--- src/rtl/regfile_wb_arbiter.sv ---
// Round-robin owner of the single register-file write port (ALU, load, I/O, link).
// Build option: define REG_ZERO_PROTECT_EN to make writes to register 0 no-ops.
module regfile_wb_arbiter #(
  parameter int DATA_W = 16,
  parameter int NREG   = 16
) (
  input  logic              clk,
  input  logic              rst,
  input  logic [3:0]        req,
  input  logic [3:0]        dest0,
  input  logic [3:0]        dest1,
  input  logic [3:0]        dest2,
  input  logic [3:0]        dest3,
  input  logic [DATA_W-1:0] data0,
  input  logic [DATA_W-1:0] data1,
  input  logic [DATA_W-1:0] data2,
  input  logic [DATA_W-1:0] data3,
  input  logic              stall,
  output logic [3:0]        gnt,
  output logic              wr_en,
  output logic [3:0]        wr_dest,
  output logic [NREG-1:0]   wr_sel,
  output logic [DATA_W-1:0] wr_data,
  output logic              busy
);

  typedef enum logic [1:0] {
    IDLE  = 2'd0,
    WRITE = 2'd1,
    HOLD  = 2'd2
  } state_t;

  localparam logic [NREG-1:0] ONE = {{(NREG-1){1'b0}}, 1'b1};

  state_t            state;
  state_t            state_nx;
  logic [1:0]        ptr;
  logic [1:0]        ptr_nx;
  logic [1:0]        win;
  logic [1:0]        idx;
  logic [3:0]        ereq;
  logic [3:0]        gnt_nx;
  logic              found;
  logic              take;
  logic              wr_ok;
  logic              en_nx;
  logic [3:0]        dsel;
  logic [3:0]        dest_nx;
  logic [DATA_W-1:0] dsel_data;
  logic [DATA_W-1:0] data_nx;
  logic [NREG-1:0]   sel_nx;

  // A requester sitting in its grant cycle is masked so it is never granted twice.
  assign ereq = req & ~gnt;

  always_comb begin
    found = 1'b0;
    win   = ptr;
    idx   = ptr;
    for (int k = 0; k < 4; k++) begin
      idx = ptr + 2'(k);
      if (!found && ereq[idx]) begin
        found = 1'b1;
        win   = idx;
      end
    end
  end

  always_comb begin
    dsel      = dest0;
    dsel_data = data0;
    unique case (win)
      2'd0: begin
        dsel      = dest0;
        dsel_data = data0;
      end
      2'd1: begin
        dsel      = dest1;
        dsel_data = data1;
      end
      2'd2: begin
        dsel      = dest2;
        dsel_data = data2;
      end
      2'd3: begin
        dsel      = dest3;
        dsel_data = data3;
      end
      default: begin
        dsel      = dest0;
        dsel_data = data0;
      end
    endcase
  end

`ifdef REG_ZERO_PROTECT_EN
  assign wr_ok = (dsel != 4'd0);
`else
  assign wr_ok = 1'b1;
`endif

  // A blocked register-0 grant leaves wr_en low, so stall cannot hold it.
  always_comb begin
    state_nx = state;
    ptr_nx   = ptr;
    gnt_nx   = 4'b0000;
    en_nx    = wr_en;
    dest_nx  = wr_dest;
    data_nx  = wr_data;
    sel_nx   = wr_sel;
    take     = 1'b0;
    unique case (state)
      IDLE:    take = !stall;
      WRITE:   take = !(stall && wr_en);
      HOLD:    take = !(stall && wr_en);
      default: take = 1'b0;
    endcase
    if (take) begin
      if (found) begin
        state_nx = WRITE;
        ptr_nx   = win + 2'd1;
        gnt_nx   = 4'b0001 << win;
        en_nx    = wr_ok;
        dest_nx  = dsel;
        data_nx  = dsel_data;
        sel_nx   = wr_ok ? (ONE << dsel) : '0;
      end else begin
        state_nx = IDLE;
        en_nx    = 1'b0;
        sel_nx   = '0;
      end
    end else if (state == WRITE) begin
      state_nx = HOLD;
    end else if (state != HOLD && state != IDLE) begin
      state_nx = IDLE;
      en_nx    = 1'b0;
      sel_nx   = '0;
    end
  end

  always_ff @(posedge clk or posedge rst) begin
    if (rst) begin
      state   <= IDLE;
      ptr     <= 2'd0;
      gnt     <= 4'b0000;
      wr_en   <= 1'b0;
      wr_dest <= 4'd0;
      wr_data <= '0;
      wr_sel  <= '0;
    end else begin
      state   <= state_nx;
      ptr     <= ptr_nx;
      gnt     <= gnt_nx;
      wr_en   <= en_nx;
      wr_dest <= dest_nx;
      wr_data <= data_nx;
      wr_sel  <= sel_nx;
    end
  end

  assign busy = (state != IDLE);

endmodule

--- config.mk ---
export PLATFORM = sky130hd
export DESIGN_NAME = regfile_wb_arbiter
export DESIGN_NICKNAME = d
export VERILOG_FILES = /design/src/rtl/regfile_wb_arbiter.sv
export SDC_FILE = /design/constraint.sdc
export NUM_CORES = 1
export LEC_CHECK = 0
export CAP_MARGIN = 20
export CORE_MARGIN = 2
export CORE_UTILIZATION = 45
export CTS_BUF_LIST = sky130_fd_sc_hd__clkbuf_2 sky130_fd_sc_hd__clkbuf_4 sky130_fd_sc_hd__clkbuf_8
export DETAILED_ROUTE_END_ITERATION = 7
export GPL_ROUTABILITY_DRIVEN = 0
export GPL_TIMING_DRIVEN = 0
export PLACE_DENSITY = 0.95
export SLEW_MARGIN = 20
export SYNTH_ARGS = -nofsm -noshare
export SYNTH_HDL_FRONTEND = slang
export SYNTH_SLANG_ARGS = --single-unit
--- constraint.sdc ---
create_clock -name clk -period 4.2 [get_ports clk]
set_input_delay 1.26 -clock clk [delete_from_list [all_inputs] [get_ports clk]]
set_output_delay 1.26 -clock clk [all_outputs]
set_load 0.03 [all_outputs]
* After elaboration in Yosys (flattened, before gate mapping)
Cells that the tools add are included.
** Operators by class
- Add/subtract/negate cells :: 4
- $lt $le $gt $ge :: 4
- Eq/ne operators :: 7
- Shift operators :: 2
- Muxes and demuxes :: 32
- Bitwise gates (word level) :: 2
- Reductions and logical operators :: 18
** Operators with widths (count)
- $mux W16 :: 4
- $pmux W16 S4 :: 1
- $pmux W4 S4 :: 1
- $shl A1 B4 Y16 const A :: 1
- $mux W1 :: 13
- $lt A2 B3 Y1 const B :: 4
- $mux W2 :: 6
- $bmux W1 S2 :: 4
- $mux W4 :: 2
- $eq A2 B2 Y1 const B :: 3
- $logic_and A1 B1 Y1 :: 5
- $logic_not A1 Y1 :: 5
- $add A2 B1 Y2 const B :: 2
- $add A2 B2 Y2 const B :: 2
- $and A4 B4 Y4 :: 1
- $eq A2 B1 Y1 const B :: 2
- $logic_not A2 Y1 :: 2
- $ne A2 B2 Y1 const B :: 2
- $not A4 Y4 :: 1
- $reduce_and A2 Y1 :: 2
- $reduce_bool A2 Y1 :: 2
- $shl A1 B2 Y4 const A :: 1
- $reduce_bool A3 Y1 :: 1
- $pmux W1 S2 :: 1
- $reduce_or A2 Y1 :: 1
** Storage, ports and cells
- Flip-flop bits (word level) :: 45
- Input port bits :: 87
- Output and inout bits :: 42
- Logic and storage cells :: 76

* Longest topological paths before layout
- Depth after elaboration :: 19
- Gate-level depth with buffers :: 10
- Depth with buffers taken out :: 9

* Least setup slack after synthesis
OpenSTA, ideal clock, no wires.
- Path type :: input to register
- Start :: input port req[0]
- End :: register wr_dest[1]
- Setup time :: 125 ps
- Arrival :: 3387 ps
- Data required time :: 4075 ps
- Slack :: 688 ps
- Cell stages on the path :: 9
- Buffers on the path :: 1
- Cells stage by stage :: nor2b_1 > nand3b_1 > o21ai_0 > o32a_1 > ha_1 > buf_4 > a222oi_1 > o21ai_0 > mux2_4
** Between the ends
- Longest elaborated chain between the ends :: 15
- Elaborated cells on any way between the ends :: 28
- Classes of those cells :: eq/ne (3); mux (16); bitwise (1); reduce/logical (8)
** RTL lines
- start, declared :: line 9 : input logic [3:0] req,
- $and A4 B4 Y4 (*) :: line 54 : assign ereq = req & ~gnt;
- $bmux W1 S2 :: line 62 : if (!found && ereq[idx]) begin
- $mux W1 (implied by the code) :: line 62
- $mux W1 :: line 62
- $logic_not A1 Y1 :: line 62
- $logic_and A1 B1 Y1 :: line 62
- $mux W1 :: line 62
- $logic_not A1 Y1 :: line 62
- $logic_and A1 B1 Y1 :: line 62
- $mux W1 :: line 62
- $logic_not A1 Y1 :: line 62
- $logic_and A1 B1 Y1 :: line 62
- $mux W2 :: line 62
- $eq A2 B2 Y1, or another cell as far along :: line 72 : unique case (win)
- $pmux W4 S4 :: line 72
- end signal, assigned :: line 155 : wr_dest <= dest_nx;
- end, declared :: line 21 : output logic [3:0] wr_dest,
Every way passes the cells marked *; elsewhere a longest branch is shown, timed or not. The select of a mux whose other input is x is not followed.
A chain may end at the register's enable or synchronous reset.

* Final worst setup path
- Start :: input port req[0]
- End :: register wr_data[2]
** Between the ends
- Longest elaborated chain between the ends :: 15
- Elaborated cells on any way between the ends :: 28
- Classes of those cells :: eq/ne (3); mux (16); bitwise (1); reduce/logical (8)
** RTL lines
- $and A4 B4 Y4 (*) :: line 54
- $bmux W1 S2 :: line 62
- $mux W1 (implied by the code) :: line 62
- $mux W1 :: line 62
- $logic_not A1 Y1 :: line 62
- $logic_and A1 B1 Y1 :: line 62
- $mux W1 :: line 62
- $logic_not A1 Y1 :: line 62
- $logic_and A1 B1 Y1 :: line 62
- $mux W1 :: line 62
- $logic_not A1 Y1 :: line 62
- $logic_and A1 B1 Y1 :: line 62
- $mux W2 :: line 62
- $eq A2 B2 Y1, or another cell as far along :: line 72
- $pmux W16 S4 :: line 72
- end signal, assigned :: line 156 : wr_data <= data_nx;
- end, declared :: line 23 : output logic [DATA_W-1:0] wr_data,
Marks and branches as above.

==> out/qor.txt <==
SYNTH
--------------------------------------------------------------------------------------
Most area-hungry cell type in the Yosys netlist ......................... sky130_fd_sc_hd__dfrtp_1
Combined area of all synthesized cells .................................. 0.00253 mm^2
Multiplexer fraction of the synthesized cell area .......................        11.4%
Area share of the largest cell type after synthesis .....................        44.5%
Part of the Yosys area used for sequential elements .....................        44.5%
Post-synthesis average cell area ........................................    11.4 um^2
Number of enable flip-flop cells after synthesis ........................            0
Ys flop type ............................................................ sky130_fd_sc_hd__dfrtp_1
Net count after synthesis ...............................................          318
Share of flip-flops with an asynchronous set or reset after synthesis ...         100%
Adder-cell share of the synthesized area ................................        4.45%
Simple-gate share of the synthesized area ...............................        11.7%
Count of distinct cell types in the synthesized netlist .................           39
Number of storage elements in the synthesis netlist .....................           45
Top cells by area in the synthesized netlist ............................ sky130_fd_sc_hd__dfrtp_1, sky130_fd_sc_hd__mux2_4, sky130_fd_sc_hd__a222oi_1, sky130_fd_sc_hd__a22o_1, sky130_fd_sc_hd__ha_1
Post-synthesis xor/xnor area fraction ...................................           0%
Largest family of logic cells by synthesized area ....................... compound AO/OA/AOI/OAI gates
Synth warnings ..........................................................            0
Post-Synthesis Cells ....................................................          222
Share of the synthesized area in compound gates (AO/OA/AOI/OAI) .........        23.7%

CRITICAL PATH
--------------------------------------------------------------------------------------
Worst-case register-to-register setup slack .............................      1150 ps
FF-to-FF path depth .....................................................           10
Critical-path cell with the highest stage delay ......................... sky130_fd_sc_hd__o32ai_1
Crit. End Element .......................................................         flop
Top cell by count, worst path ........................................... sky130_fd_sc_hd__o21ai_0
Buffers plus inverters on the worst setup path ..........................            3
Cell Chain, Critical Path ............................................... clkdlybuf4s50_1 -> nor2b_1 -> nand3b_1 -> o21ai_0 -> o32ai_1 -> ha_1 -> buf_1 -> clkbuf_2 -> nand2_1 -> o21ai_0 -> mux2_4
Reg-to-Reg End .......................................................... wr_data[2]$_DFFE_PP0P_
Max Fanout on Critical Path .............................................           10
CP Launch Type ..........................................................   input port
CP max stage delay ......................................................       490 ps
Startpoint-to-endpoint class of the critical path .......................    in -> reg
Worst path required time ................................................      4430 ps
Reg2reg start ........................................................... gnt[0]$_DFF_PP0_
Critical Path AT ........................................................      4330 ps
Kind of cell adding the most delay to the critical path ................. buffers and inverters

FINISH
--------------------------------------------------------------------------------------
Most frequent cells in the layout ....................................... sky130_fd_sc_hd__clkdlybuf4s50_1, sky130_fd_sc_hd__dfrtp_1, sky130_fd_sc_hd__o21ai_0
Design area ............................................................. 0.00407 mm^2
Leading cell type in the layout, fill and taps excluded ................. sky130_fd_sc_hd__clkdlybuf4s50_1
Net count of the finished layout ........................................          456
Number of diodes ........................................................            0
Fraction of layout cells with a size suffix above 1 .....................        13.9%
Synthesis-to-layout area growth .........................................        60.6%
Post-layout utilization of the core .....................................        74.3%

PWR
--------------------------------------------------------------------------------------
Total power .............................................................    0.00342 W
Static Leakage ..........................................................      1.71 nW
Worst voltage drop across the vdd grid ..................................     0.532 mV
Power Dens Cells ........................................................  842 mW/mm^2

TIMING
--------------------------------------------------------------------------------------
Minimum clock period ....................................................      4100 ps
Total of endpoints with negative setup slack in the final report ........            0
Measured slew at the worst slew-check pin ...............................       548 ps
Setup ws final ..........................................................      99.3 ps
Maximum frequency from static timing analysis ...........................      244 MHz
Max-slew violation total from the final report ..........................            0
Unrepaired setup endpoints after global routing .........................          yes
Final hold violations ...................................................            0
Part of the cycle the worst path needs ..................................        97.6%
Normalized max-slew margin ..............................................        63.2%
Largest clock skew in the final design ..................................      13.7 ps

CLOCK NETWORK
--------------------------------------------------------------------------------------
Hold-fix buffers at CTS .................................................            0
Clock buffer count from CTS .............................................            5
TritonCTS clock tree ....................................................        built
Number of buffers between clock root and the deepest sink ...............            2
Clock slew at the register clock pins of the worst setup and hold paths .        90 ps
Root Driver ............................................................. sky130_fd_sc_hd__clkbuf_8
Level count of the clock H-tree .........................................            2
Skew-Pair Late Insertion Delay ..........................................       300 ps
Total clock sinks .......................................................           45

MIN PATH
--------------------------------------------------------------------------------------
Hold Crit Depth .........................................................            1
Worst hold endpoint ..................................................... wr_sel[5]$_DFFE_PP0P_
Worst Min Path Start .................................................... wr_sel[5]$_DFFE_PP0P_
HP Class ................................................................   reg -> reg

GLOBAL ROUTE
--------------------------------------------------------------------------------------
Global router's overall resource usage ..................................        23.7%
Wire length of the first global-routing pass ............................     11500 um
Initial antenna violation count .........................................            0
Largest net degree at the start of global routing .......................           26
Total grt overflow ......................................................            0
Vias in the first global route ..........................................         2411

DETAILED ROUTING
--------------------------------------------------------------------------------------
Post-route antenna net violation count ..................................            0
Total DRC errors in the routed layout ...................................            0
DR WL/cell ..............................................................      17.5 um
Routed wire length ......................................................      7580 um
Per-cell via count in the routed design .................................         5.71
Number of iterations in the first detailed-routing pass .................            5
Number of vias after detailed routing ...................................         2473
DRC marker count from the first detailed-route iteration ................          155

DIE
--------------------------------------------------------------------------------------
Initial core utilization ................................................        46.3%
Total Die Area .......................................................... 0.00624 mm^2
Core area ............................................................... 0.00547 mm^2
Std cell rows ...........................................................           27
Width of the die ........................................................      79.0 um
Ports ...................................................................          129
Die height ..............................................................      79.0 um

PLACEMENT
--------------------------------------------------------------------------------------
PortBufs ................................................................          128
Placed cell areas ....................................................... 0.00393 mm^2
Placement-stage worst setup slack .......................................      -312 ps
Post-DP HPWL ............................................................      6040 um

OUTCOME
--------------------------------------------------------------------------------------
Status ..................................................................    completed

RUN
--------------------------------------------------------------------------------------
Max-Cap Viols ...........................................................            0

[stage by stage]
stage / hold WS [ps] / std cells / TNS, ps
global placement: 490 / 422 / -1910
floorplan: 517 / 222 / 0
detailed placement: 489 / 423 / -5480
finish: 513 / 433 / 0
global route: 536 / 433 / -123
CTS: 514 / 431 / 0
[cells in the mapped netlist (5+ instances only)]
cell                       number
sky130_fd_sc_hd__mux2_4        14
sky130_fd_sc_hd__a22o_1        16
sky130_fd_sc_hd__ha_1           9
sky130_fd_sc_hd__nor2_1         5
sky130_fd_sc_hd__clkbuf_1       7
sky130_fd_sc_hd__dfrtp_1       45
sky130_fd_sc_hd__nand2_1       20
sky130_fd_sc_hd__a222oi_1      19
sky130_fd_sc_hd__mux2_2         7
sky130_fd_sc_hd__o21ai_0       21
sky130_fd_sc_hd__a21oi_1        8
sky130_fd_sc_hd__inv_1          6
[logic make-up (layout without fill, tap and decap cells)]
family / count (synthesis) / count (layout)
adders and majority gates: 9 / 9
and+or+nand+nor: 49 / 49
AOI/OAI and AO/OA: 78 / 78
muxes: 21 / 21
buffers and inverters: 20 / 159
DFF: 45 / 45
[registers in the layout (all words and copies together) (netlist names)]
name     cells
wr_sel      16
state        2
gnt          4
wr_dest      4
wr_en        1
wr_data     16
ptr          2
[routing by layer]
layer | GRT usage [%] | part of all wire [%] | vias up | wire [um]
met3 | 5.11 | 7.2 | 13 | 548
met5 | 0 | 0 | - | 0
met2 | 45.5 | 54 | 118 | 4100
met1 | 26.9 | 37 | 1206 | 2800
met4 | 4.83 | 1.7 | 0 | 125
li1 | - | - | 1136 | -
[final cells by class]
cell class,instances,area [um^2]
inverters,7,26.3
fillers,386,1410
plain buffers,13,85.1
multi-input cells,157,1320
clock inverters,3,25.0
repair buffers,131,1320
clock buffers,5,68.8
flip-flops and latches,45,1130
well taps,72,90.1
[repair_timing]
| item | in CTS | in global routing |
|---|---|---|
| resized for setup | 1 | 5 |
| setup endpoints to repair | 1 | 17 |
| endpoints found under the hold margin | 0 | 0 |
| pin swaps | 0 | 2 |
| setup buffers | 0 | 2 |
[power by group]
| part | switching, W | internal, W |
|---|---|---|
| combinational | 0.00129 | 0.00111 |
| sequential | 0.000123 | 0.000623 |
| clock | 0.000159 | 0.000120 |
| total | 0.00157 | 0.00185 |
[worst max-delay path by stage]
stage           start                     end  slack, ps  cells after the start
5_1_grt        req[0]  wr_sel[11]$_DFFE_PP0P_        -50                     10
3_5_place_dp   req[0]  wr_data[2]$_DFFE_PP0P_       -310                     11
2_1_floorplan  req[0]  wr_dest[1]$_DFFE_PP0P_        690                      9
4_1_cts        req[0]   wr_sel[9]$_DFFE_PP0P_         50                     10
6_report       req[0]  wr_data[2]$_DFFE_PP0P_        100                     11
3_3_place_gp   req[0]   wr_sel[4]$_DFFE_PP0P_       -110                     11
(Power assumes the default switching activity.)
==> RTL edit: new RTL, same flow settings <==
Build with the macro `REG_ZERO_PROTECT_EN` defined.
--- a/src/rtl/regfile_wb_arbiter.sv
+++ b/src/rtl/regfile_wb_arbiter.sv
@@ -1,5 +1,7 @@
 // Round-robin owner of the single register-file write port (ALU, load, I/O, link).
 // Build option: define REG_ZERO_PROTECT_EN to make writes to register 0 no-ops.
+`define REG_ZERO_PROTECT_EN
+
 module regfile_wb_arbiter #(
   parameter int DATA_W = 16,
   parameter int NREG   = 16
Behaviour: not the same (Yosys sat finds a counterexample within 4 cycles, from zero or initial values and one cycle with rst high).
==> RTL edit against the original RTL <==
Sequential power about the same; wire length is 6.2% higher; area after synthesis rose by 1.2%; power increased by 1.9%; sequential cell count unchanged; sequential share of layout area rose by 0.051 points; worst setup slack better by 0.088 ns; largest cell class unchanged; design area shrank 0.18%.
==> RTL edit: results (changes against the original RTL) <==
Synthesis
  • Proportion of synthesized area in mux cells: 13.7% (+2.3 points)
  • Register area share after synthesis: 43.9% (-0.54 points)
  • Post-synth cell types: 41 (+5.1%)
  • Commonest cells in the netlist: 45 x dfrtp_1, 19 x mux2_4, 18 x a222oi_1, 18 x nand2_1, 18 x o21ai_0
  • Compound-Gate Fraction of Synth Area: 21.6% (-2.0 points)
  • Synth Area in Adders: 4.39% (-0.054 points)
  • Synth area leaders: dfrtp_1 44%, mux2_4 11%, a222oi_1 7.0%

Clock tree
  • Post-CTS sizing: 0 (-1)

Pwr
  • Leakage: 1.71 nW (+0.15%)
  • Net Sw Frac: 45.8% (-0.13 points)
  • Max rail drop VDD: 0.000491 V (-7.7%)
  • Seq. pwr: 0.747 mW (about the same)
  • Clock network power share: 7.5% (-0.6 points)
  • PD cells: 860 nW/um2 (+2.1%)

Cells and area
  • Total of fill cells in the finished design: 390 (+1.0%)
  • Non-Filler Instances: 431 (-0.46%)
  • Share of cells above drive strength 1: 16.2% (+2.3 points)

GRT
  • Largest net degree at the start of global routing: 27 (+3.8%)
  • GRT Total Usage: 26.2% (+2.5 points)
  • Global-route wire length before repair: 12.7 mm (+10%)
  • Routing usage on met1: 31.8% (+4.9 points)
  • GRT met2 Usage: 46.7% (+1.2 points)

Setup path
  • Launch point of the worst path: req[1]
  • R2r setup slk: 1.22 ns (+0.07 ns)
  • Crit path max-delay cell type: clkdlybuf4s50_1
  • R2r startpoint: gnt[1]
  • CP top delay family: compound AO/OA/AOI/OAI gates

Place
  • DP Worst Slack: -0.0567 ns (+0.255 ns)
  • DP Area: 3960 um2 (+0.80%)
  • DP HPWL: 6.14 mm (+1.5%)

STA
  • Max frequency: 0.249 GHz (+2.2%)
  • Max Clock Skew: 0.00883 ns (-0.00486 ns)
  • Max-slew headroom: 55.7% (-7.5 points)

Drt
  • Routed len/inst: 18.7 um (+6.7%)
  • TritonRoute pass-1 iters: 7 (+2)
  • Met3 wire length: 554 um (+1.1%)
  • Wl on met1: 3.12 mm (+11%)
  • Via count: 2454 (-0.77%)
  • Initial detailed-routing violation count: 195 (+26%)

Worst hold path
  • Hold path endpoint: wr_sel[9]
  • Hold path startpoint: wr_sel[9]

Outcome
  • Status: finished clean
## RTL edit: changes by cell type in the layout (fill, tap and decap cells not counted), moves of 3 or more
| cell | unedited run | this run |
|---|---|---|
| buf_4 | 3 | 0 |
| and3_2 | 0 | 4 |
| buf_6 | 4 | 1 |
| mux2_2 | 7 | 4 |
| and2_1 | 4 | 1 |
| buf_2 | 1 | 6 |
| mux2_4 | 14 | 19 |
| a22o_1 | 16 | 0 |
| o2bb2ai_1 | 0 | 16 |
| o21ai_0 | 21 | 18 |
| nand4_1 | 0 | 4 |
## RTL edit: area by class of cell
type	count	area [um2]	share of cell area (%)
timing repair buffer	129	1310	32.2
inverter	8	30.0	0.740
multi-input combinational	154	1310	32.4
clock inverter	3	17.5	0.432
clock buffer	5	68.8	1.70
tap	72	90.1	2.22
buffer	15	104	2.56
sequential	45	1130	27.7
